File: src/rtl/alu_exec.sv
// alu_exec: multi-cycle integer execute unit placed after the operand-B mux.
// Single-cycle logic/arith/compare ops, bit-serial shifts (1 bit/cycle),
// optional bit-serial MUL enabled by defining RV_ALU_MUL_EN.
// One op in flight; valid/ready on both sides; all outputs registered.
module alu_exec #(
  parameter int XLEN = 32
) (
  input  logic            clk,
  input  logic            rst,
  input  logic            in_valid,
  output logic            in_ready,
  input  logic [3:0]      op,
  input  logic [XLEN-1:0] a,
  input  logic [XLEN-1:0] b,
  output logic            out_valid,
  input  logic            out_ready,
  output logic [XLEN-1:0] result,
  output logic            zero,
  output logic            illegal
);

  localparam logic [3:0] OP_ADD  = 4'd0;
  localparam logic [3:0] OP_SUB  = 4'd1;
  localparam logic [3:0] OP_AND  = 4'd2;
  localparam logic [3:0] OP_OR   = 4'd3;
  localparam logic [3:0] OP_XOR  = 4'd4;
  localparam logic [3:0] OP_SLT  = 4'd5;
  localparam logic [3:0] OP_SLTU = 4'd6;
  localparam logic [3:0] OP_SLL  = 4'd7;
  localparam logic [3:0] OP_SRL  = 4'd8;
  localparam logic [3:0] OP_SRA  = 4'd9;
`ifdef RV_ALU_MUL_EN
  localparam logic [3:0] OP_MUL  = 4'd10;
`endif

  typedef enum logic [1:0] {S_IDLE, S_SHIFT, S_MUL, S_DONE} state_t;

  state_t          r_state;
  logic [3:0]      r_op;
  logic [XLEN-1:0] r_work;     // shift register / multiplicand
  logic [5:0]      r_cnt;      // remaining iterations
  logic [XLEN-1:0] r_result;
  logic            r_illegal;
`ifdef RV_ALU_MUL_EN
  logic [XLEN-1:0] r_acc;
  logic [XLEN-1:0] r_mplier;
  logic [XLEN-1:0] w_acc_nxt;
`endif

  logic [XLEN-1:0] w_quick;
  logic [XLEN-1:0] w_shift_nxt;
  logic            w_illegal;
  logic            w_is_shift;
  logic [4:0]      w_shamt;

  // Decode the incoming op and compute every single-cycle result
  always_comb begin
    w_shamt    = b[4:0];
    w_quick    = '0;
    w_illegal  = 1'b0;
    w_is_shift = 1'b0;
    case (op)
      OP_ADD:  w_quick = a + b;
      OP_SUB:  w_quick = a - b;
      OP_AND:  w_quick = a & b;
      OP_OR:   w_quick = a | b;
      OP_XOR:  w_quick = a ^ b;
      OP_SLT:  w_quick = {{(XLEN-1){1'b0}}, $signed(a) < $signed(b)};
      OP_SLTU: w_quick = {{(XLEN-1){1'b0}}, a < b};
      // zero shift amount finishes immediately with a unchanged
      OP_SLL, OP_SRL, OP_SRA: begin
        w_is_shift = 1'b1;
        w_quick    = a;
      end
`ifdef RV_ALU_MUL_EN
      OP_MUL:  w_quick = '0;
`endif
      default: w_illegal = 1'b1;
    endcase
  end

  // One-bit shift step selected by the captured op
  always_comb begin
    case (r_op)
      OP_SLL:  w_shift_nxt = {r_work[XLEN-2:0], 1'b0};
      OP_SRL:  w_shift_nxt = {1'b0, r_work[XLEN-1:1]};
      default: w_shift_nxt = {r_work[XLEN-1], r_work[XLEN-1:1]};
    endcase
  end

`ifdef RV_ALU_MUL_EN
  // Shift-add step: add the shifted multiplicand when the current multiplier bit is set
  assign w_acc_nxt = r_mplier[0] ? (r_acc + r_work) : r_acc;
`endif

  // Control FSM and datapath registers
  always_ff @(posedge clk) begin
    if (rst) begin
      r_state   <= S_IDLE;
      r_op      <= '0;
      r_work    <= '0;
      r_cnt     <= '0;
      r_result  <= '0;
      r_illegal <= 1'b0;
`ifdef RV_ALU_MUL_EN
      r_acc     <= '0;
      r_mplier  <= '0;
`endif
    end else begin
      case (r_state)
        S_IDLE: begin
          if (in_valid) begin
            r_op      <= op;
            r_illegal <= w_illegal;
            if (w_is_shift && (w_shamt != 5'd0)) begin
              r_work  <= a;
              r_cnt   <= {1'b0, w_shamt};
              r_state <= S_SHIFT;
            end
`ifdef RV_ALU_MUL_EN
            else if (op == OP_MUL) begin
              r_work   <= a;
              r_mplier <= b;
              r_acc    <= '0;
              r_cnt    <= 6'd32;
              r_state  <= S_MUL;
            end
`endif
            else begin
              r_result <= w_quick;
              r_state  <= S_DONE;
            end
          end
        end
        S_SHIFT: begin
          r_work <= w_shift_nxt;
          r_cnt  <= r_cnt - 6'd1;
          if (r_cnt == 6'd1) begin
            r_result <= w_shift_nxt;
            r_state  <= S_DONE;
          end
        end
`ifdef RV_ALU_MUL_EN
        S_MUL: begin
          r_acc    <= w_acc_nxt;
          r_work   <= {r_work[XLEN-2:0], 1'b0};
          r_mplier <= {1'b0, r_mplier[XLEN-1:1]};
          r_cnt    <= r_cnt - 6'd1;
          if (r_cnt == 6'd1) begin
            r_result <= w_acc_nxt;
            r_state  <= S_DONE;
          end
        end
`endif
        S_DONE: begin
          if (out_ready) r_state <= S_IDLE;
        end
        default: r_state <= S_IDLE;
      endcase
    end
  end

  assign in_ready  = (r_state == S_IDLE);
  assign out_valid = (r_state == S_DONE);
  assign result    = r_result;
  assign zero      = (r_result == '0);
  assign illegal   = r_illegal;

endmodule

File: config.mk
export PLATFORM = sky130hd
export DESIGN_NAME = alu_exec
export DESIGN_NICKNAME = d
export VERILOG_FILES = /design/src/rtl/alu_exec.sv
export SDC_FILE = /design/constraint.sdc
export NUM_CORES = 1
export LEC_CHECK = 0
export BUFFER_PORTS_ARGS = -buffer_cell sky130_fd_sc_hd__buf_2
export CAP_MARGIN = 15
export CORE_MARGIN = 2
export CORE_UTILIZATION = 60
export CTS_BUF_LIST = sky130_fd_sc_hd__clkbuf_16
export DETAILED_ROUTE_END_ITERATION = 10
export MAX_ROUTING_LAYER = met4
export PLACE_DENSITY = 0.82
export SYNTH_ARGS = -nofsm -noshare
export SYNTH_HDL_FRONTEND = slang
export SYNTH_SLANG_ARGS = --single-unit
File: constraint.sdc
create_clock -name clk -period 4 [get_ports clk]
set_input_delay 0.4 -clock clk [delete_from_list [all_inputs] [get_ports clk]]
set_output_delay 0.4 -clock clk [all_outputs]
set_load 0.01 [all_outputs]
Word level (Yosys, flattened, before mapping)

Cells that the tools add are included.

Register bits after elaboration: 77
Output and inout port bits: 36
Word-level logic and storage cells: 64
Input bits: 72

Mux-type cells: 19
$add $sub $neg: 3
Reductions and logical operators: 12
Bitwise logic cells: 3
Magnitude comparators: 2
Equality and inequality tests: 19

Operator list:

| kind                                                 | count |
|---|---|
| case mux 32 bit (8 select lines)                     | 1 |
| case mux 32 bit (2 select lines)                     | 3 |
| 2-to-1 mux 32 bit                                    | 5 |
| less-than comparator 32 bit                          | 2 |
| adder 32 bit                                         | 1 |
| bitwise AND 32 bit                                   | 1 |
| logical NOT 32 bit                                   | 1 |
| bitwise OR 32 bit                                    | 1 |
| subtractor 32 bit                                    | 1 |
| XOR 32 bit                                           | 1 |
| equality test 4 x 3 -> 1 bit (second input constant) | 5 |
| equality test 4 bit (second input constant)          | 3 |
| 2-to-1 mux 6 bit                                     | 2 |
| case mux 6 bit (2 select lines)                      | 1 |
| OR reduction 10 bit                                  | 1 |
| equality test 4 x 2 -> 1 bit (second input constant) | 2 |
| 2-to-1 mux 2 bit                                     | 4 |
| equality test 6 x 1 -> 1 bit (second input constant) | 1 |
| inequality test 2 bit (second input constant)        | 3 |
| case mux 2 bit (3 select lines)                      | 1 |
| AND reduction 3 bit                                  | 2 |
| subtractor 6 x 1 -> 6 bit (second input constant)    | 1 |
| nonzero test 5 bit                                   | 1 |
| equality test 4 x 1 -> 1 bit (second input constant) | 1 |
| other kinds (11)                                     | 13 |

Depth between registers and ports, before layout

Word-level depth: 7
Depth in mapped cells: 12
Gate-level depth less buffers: 12

Least setup slack after synthesis

Ideal clock, no wire load.

Path kind: in2reg
Start: input a[0]
End: register r_result[28] (netlist: result[28])
Arrival: 2857 ps
Stages: 12
Required time: 3870 ps
Setup slack: 1013 ps
Path through: inv_1 -> ha_1 -> fa_1 -> or2_1 -> a221oi_2 -> nand3b_1 -> nand4_1 -> a31oi_1 -> a21oi_1 -> o41ai_1 -> mux2i_1 -> o31ai_1

Cells in the longest elaborated chain, start to end: 5
Elaborated cells between the ends (all ways): 6
Those cells by class: 2 x add/sub; 4 x mux

RTL lines:

| element                                           | line   | source |
|---|---|---|
| start, declared                                   | 13     | `input logic [XLEN-1:0] a,` |
| subtractor 32 bit or adder 32 bit (tied branches) | 64, 63 |  |
| case mux 32 bit (8 select lines) *                | 62     | `case (op)` |
| 2-to-1 mux 32 bit *                               | 115    | `if (w_is_shift && (w_shamt != 5'd0)) begin` |
| 2-to-1 mux 32 bit *                               | 112    | `if (in_valid) begin` |
| case mux 32 bit (2 select lines) *                | 110    | `case (r_state)` |
| end signal, assigned                              | 130    | `r_result <= w_quick;` |
| end signal, assigned                              | 139    | `r_result <= w_shift_nxt;` |
| end, declared                                     | 42     | `logic [XLEN-1:0] r_result;` |

Mark *: on every way between the ends. The rest lies on a longest branch, timed or not. The select of a mux whose other input is x is not followed.
A chain may end at the register's enable or synchronous reset.

Worst setup path after layout

Same ends and word-level chain as after synthesis.

==> flow_summary.json <==
{
  "area_growth_pct": 10.7,
  "ant_nets": 0,
  "crit_chain": "buf_2 -> inv_1 -> ha_1 -> fa_1 -> or2_1 -> a221oi_2 -> nand3b_1 -> nand4_1 -> a31oi_1 -> a21oi_1 -> o41ai_1 -> mux2i_1 -> o31ai_1",
  "synth_area_leader_cell": "dfxtp_1",
  "async_flop_share_pct": 0,
  "hp-class": "in -> reg",
  "final_core_util_pct": 67.2,
  "crit_fanout": 4,
  "drive_gt1_share_pct": 14.6,
  "port_buffers": 107,
  "grt_pass1_wl_um": 51400,
  "post-place-ws_ps": 414,
  "drv_cap": 0,
  "cp-end-kind": "flop",
  "finalNonFillerCells": 1547,
  "cts_buffer_depth": 2,
  "synth-edff-count": 0,
  "arrival_ps": 3520,
  "finalMaxSlewViolations": 0,
  "place_inst": 1531,
  "synth_area_um2": 9170,
  "path_buf_inv": 2,
  "clk_pin_slew_ps": 70,
  "outcome": "completed",
  "hpwl_um": 24200,
  "core-area_um2": 15100,
  "power.leakage_nw": 4.38,
  "drtIter0Drc": 1320,
  "synthCells": 1281,
  "dr_total_vias": 10600,
  "rsz0062_at_grt": "false",
  "drt_pass1_iterations": 8,
  "drc": 0,
  "die_h_um": 128,
  "crit_type": "in -> reg",
  "finalSetupViolations": 0,
  "wl_per_cell_um": 21.1,
  "fin_skew_ps": 11.4,
  "grt_pass1_vias": 9811,
  "ys_seq_area_share_pct": 16.8,
  "cts_buffers": 9,
  "max_freq_mhz": 302,
  "n_antenna_cell": 0,
  "start_util_pct": 60.8,
  "period_needed_ps": 3310,
  "cp_slowest_stage_delay_ps": 450,
  "slew_headroom_pct": 33.4,
  "routabilityCongestion": 1.05,
  "cts_root_buf": "clkbuf_16",
  "cts_tree": "done",
  "finalSetupTns_ps": 0,
  "setup_ws_ps": 693,
  "cts_resized": 0,
  "postCtsHoldBufs": 0,
  "synth_top_flop_cell": "dfxtp_1",
  "worst_pin_slew_ps": 997,
  "ys_seq_elements": 77,
  "clock_sinks": 77,
  "vdd_drop_max_mv": 0.232,
  "required_ps": 4220,
  "most-common-layout-cells": "nand2_1 (136), a21oi_1 (133), nor2_1 (121), ha_1 (115), buf_2 (107)",
  "post_cts_buffers": 0,
  "viasPerCell": 6.86,
  "critPathLaunchType": "input pin",
  "post-route-period-util_pct": 82.7,
  "yosys-top-cells-area": "dfxtp_1 (17%), ha_1 (16%), a21oi_1 (7.3%)",
  "fp.dieW_um": 128,
  "track_usage_pct": 40.3,
  "wl_um": 32600,
  "powerDensity_nw_per_um2": 285,
  "io-pin-count": 108,
  "final_common_cell": "nand2_1",
  "clock_latency_ps": 360,
  "synth_top_area_share_pct": 16.8,
  "antenna_found_initial": 0,
  "grt.overflow.total": 0,
  "ys_types": 88,
  "cp_top_family": "compound AO/OA/AOI/OAI gates",
  "row_count": 45,
  "slowest_stage": "a31oi_1",
  "h-tree-depth": 3,
  "syn_avg_cell_area_um2": 7.16,
  "grt_max_degree": 48,
  "die-area_um2": 16300,
  "final_hold_viol_count": 0,
  "num-nets-final": 1543,
  "synthesis.nets": 1470,
  "yosysWarnings": 0
}
==> routing by layer <==
metal / vias to the layer above / part of all wire, % / GRT usage (%)
li1: 4843 / - / -
met5: - / 0 / -
met4: 0 / 4.4 / 18.4
met2: 749 / 43 / 60.1
met3: 130 / 13 / 8.67
met1: 4896 / 40 / 52.3
==> final cells by class <==
cell class / instances / area, um^2
repair buffers: 147 / 836
fillers: 1327 / 4940
clock inverters: 7 / 65.1
clock buffers: 9 / 225
well taps: 188 / 235
inverters: 102 / 383
flip-flops and latches: 77 / 1540
multi-input cells: 1017 / 6860
==> worst paths after layout <==
path | startpoint | cells after the start | slack (ps) | endpoint
setup / recovery | a[0] | 13 | 690 | result[28]
hold reg to reg | illegal | 2 | 490 | illegal
setup reg to reg | r_state[1] | 7 | 1070 | result[12]
hold / removal | out_ready | 3 | 320 | r_state[1]
==> cell usage after synthesis, drive strengths merged (7+ instances only) <==
cell	instances
a211oi	24
a21o	14
a21oi	134
a221o	7
a221oi	52
a22oi	8
a311oi	7
a31oi	14
and2	7
and3	7
buf	29
clkbuf	56
dfxtp	77
ha	115
inv	102
mux2i	15
nand2	136
nand2b	13
nand3	13
nand4	10
nor2	122
nor2b	11
nor3	44
nor4	26
o211ai	15
o21ai	69
o21bai	15
o22ai	16
o31ai	10
or3	7
xnor2	10
==> worst register-to-register path, delay by kind of cell (launching register included) <==
| family | cells | cell delay, ps |
|---|---|---|
| DFF | 1 | 350 |
| buffers and inverters | 1 | 300 |
| AOI/OAI and AO/OA | 3 | 1140 |
| and+or+nand+nor | 3 | 1030 |
==> state kept, by name (all words and copies together) (netlist names) <==
register	flops
r_op	4
result	32
r_cnt	6
r_state	2
illegal	1
r_work	32
==> stage by stage <==
step	power, mW	hold WS (ps)	area, um^2
finish	2.89	317	10100
global route	3.01	345	10100
global placement	1.99	460	9860
detailed placement	2.01	482	9860
floorplan	1.65	462	9170
CTS	2.85	323	10100
==> cells by family (layout without fill, tap and decap cells) <==
family	after synthesis	after routing	synth area share [%]
XOR/XNOR	12	12	1.15
AND/OR/NAND/NOR	420	420	21.5
flip-flops	77	77	16.8
adder cells (fa/ha/maj)	117	117	16.1
AO/OA/AOI/OAI	449	449	33.7
multiplexers	19	19	2.13
buffers and inverters	187	265	8.68
==> power breakdown <==
part / switching [mW] / leakage, nW / internal, mW
registers: 0.0553 / 0.628 / 0.822
logic: 0.745 / 3.61 / 0.421
clock network: 0.371 / 0.147 / 0.480
total: 1.17 / 4.38 / 1.72
(Power assumes the default switching activity.)
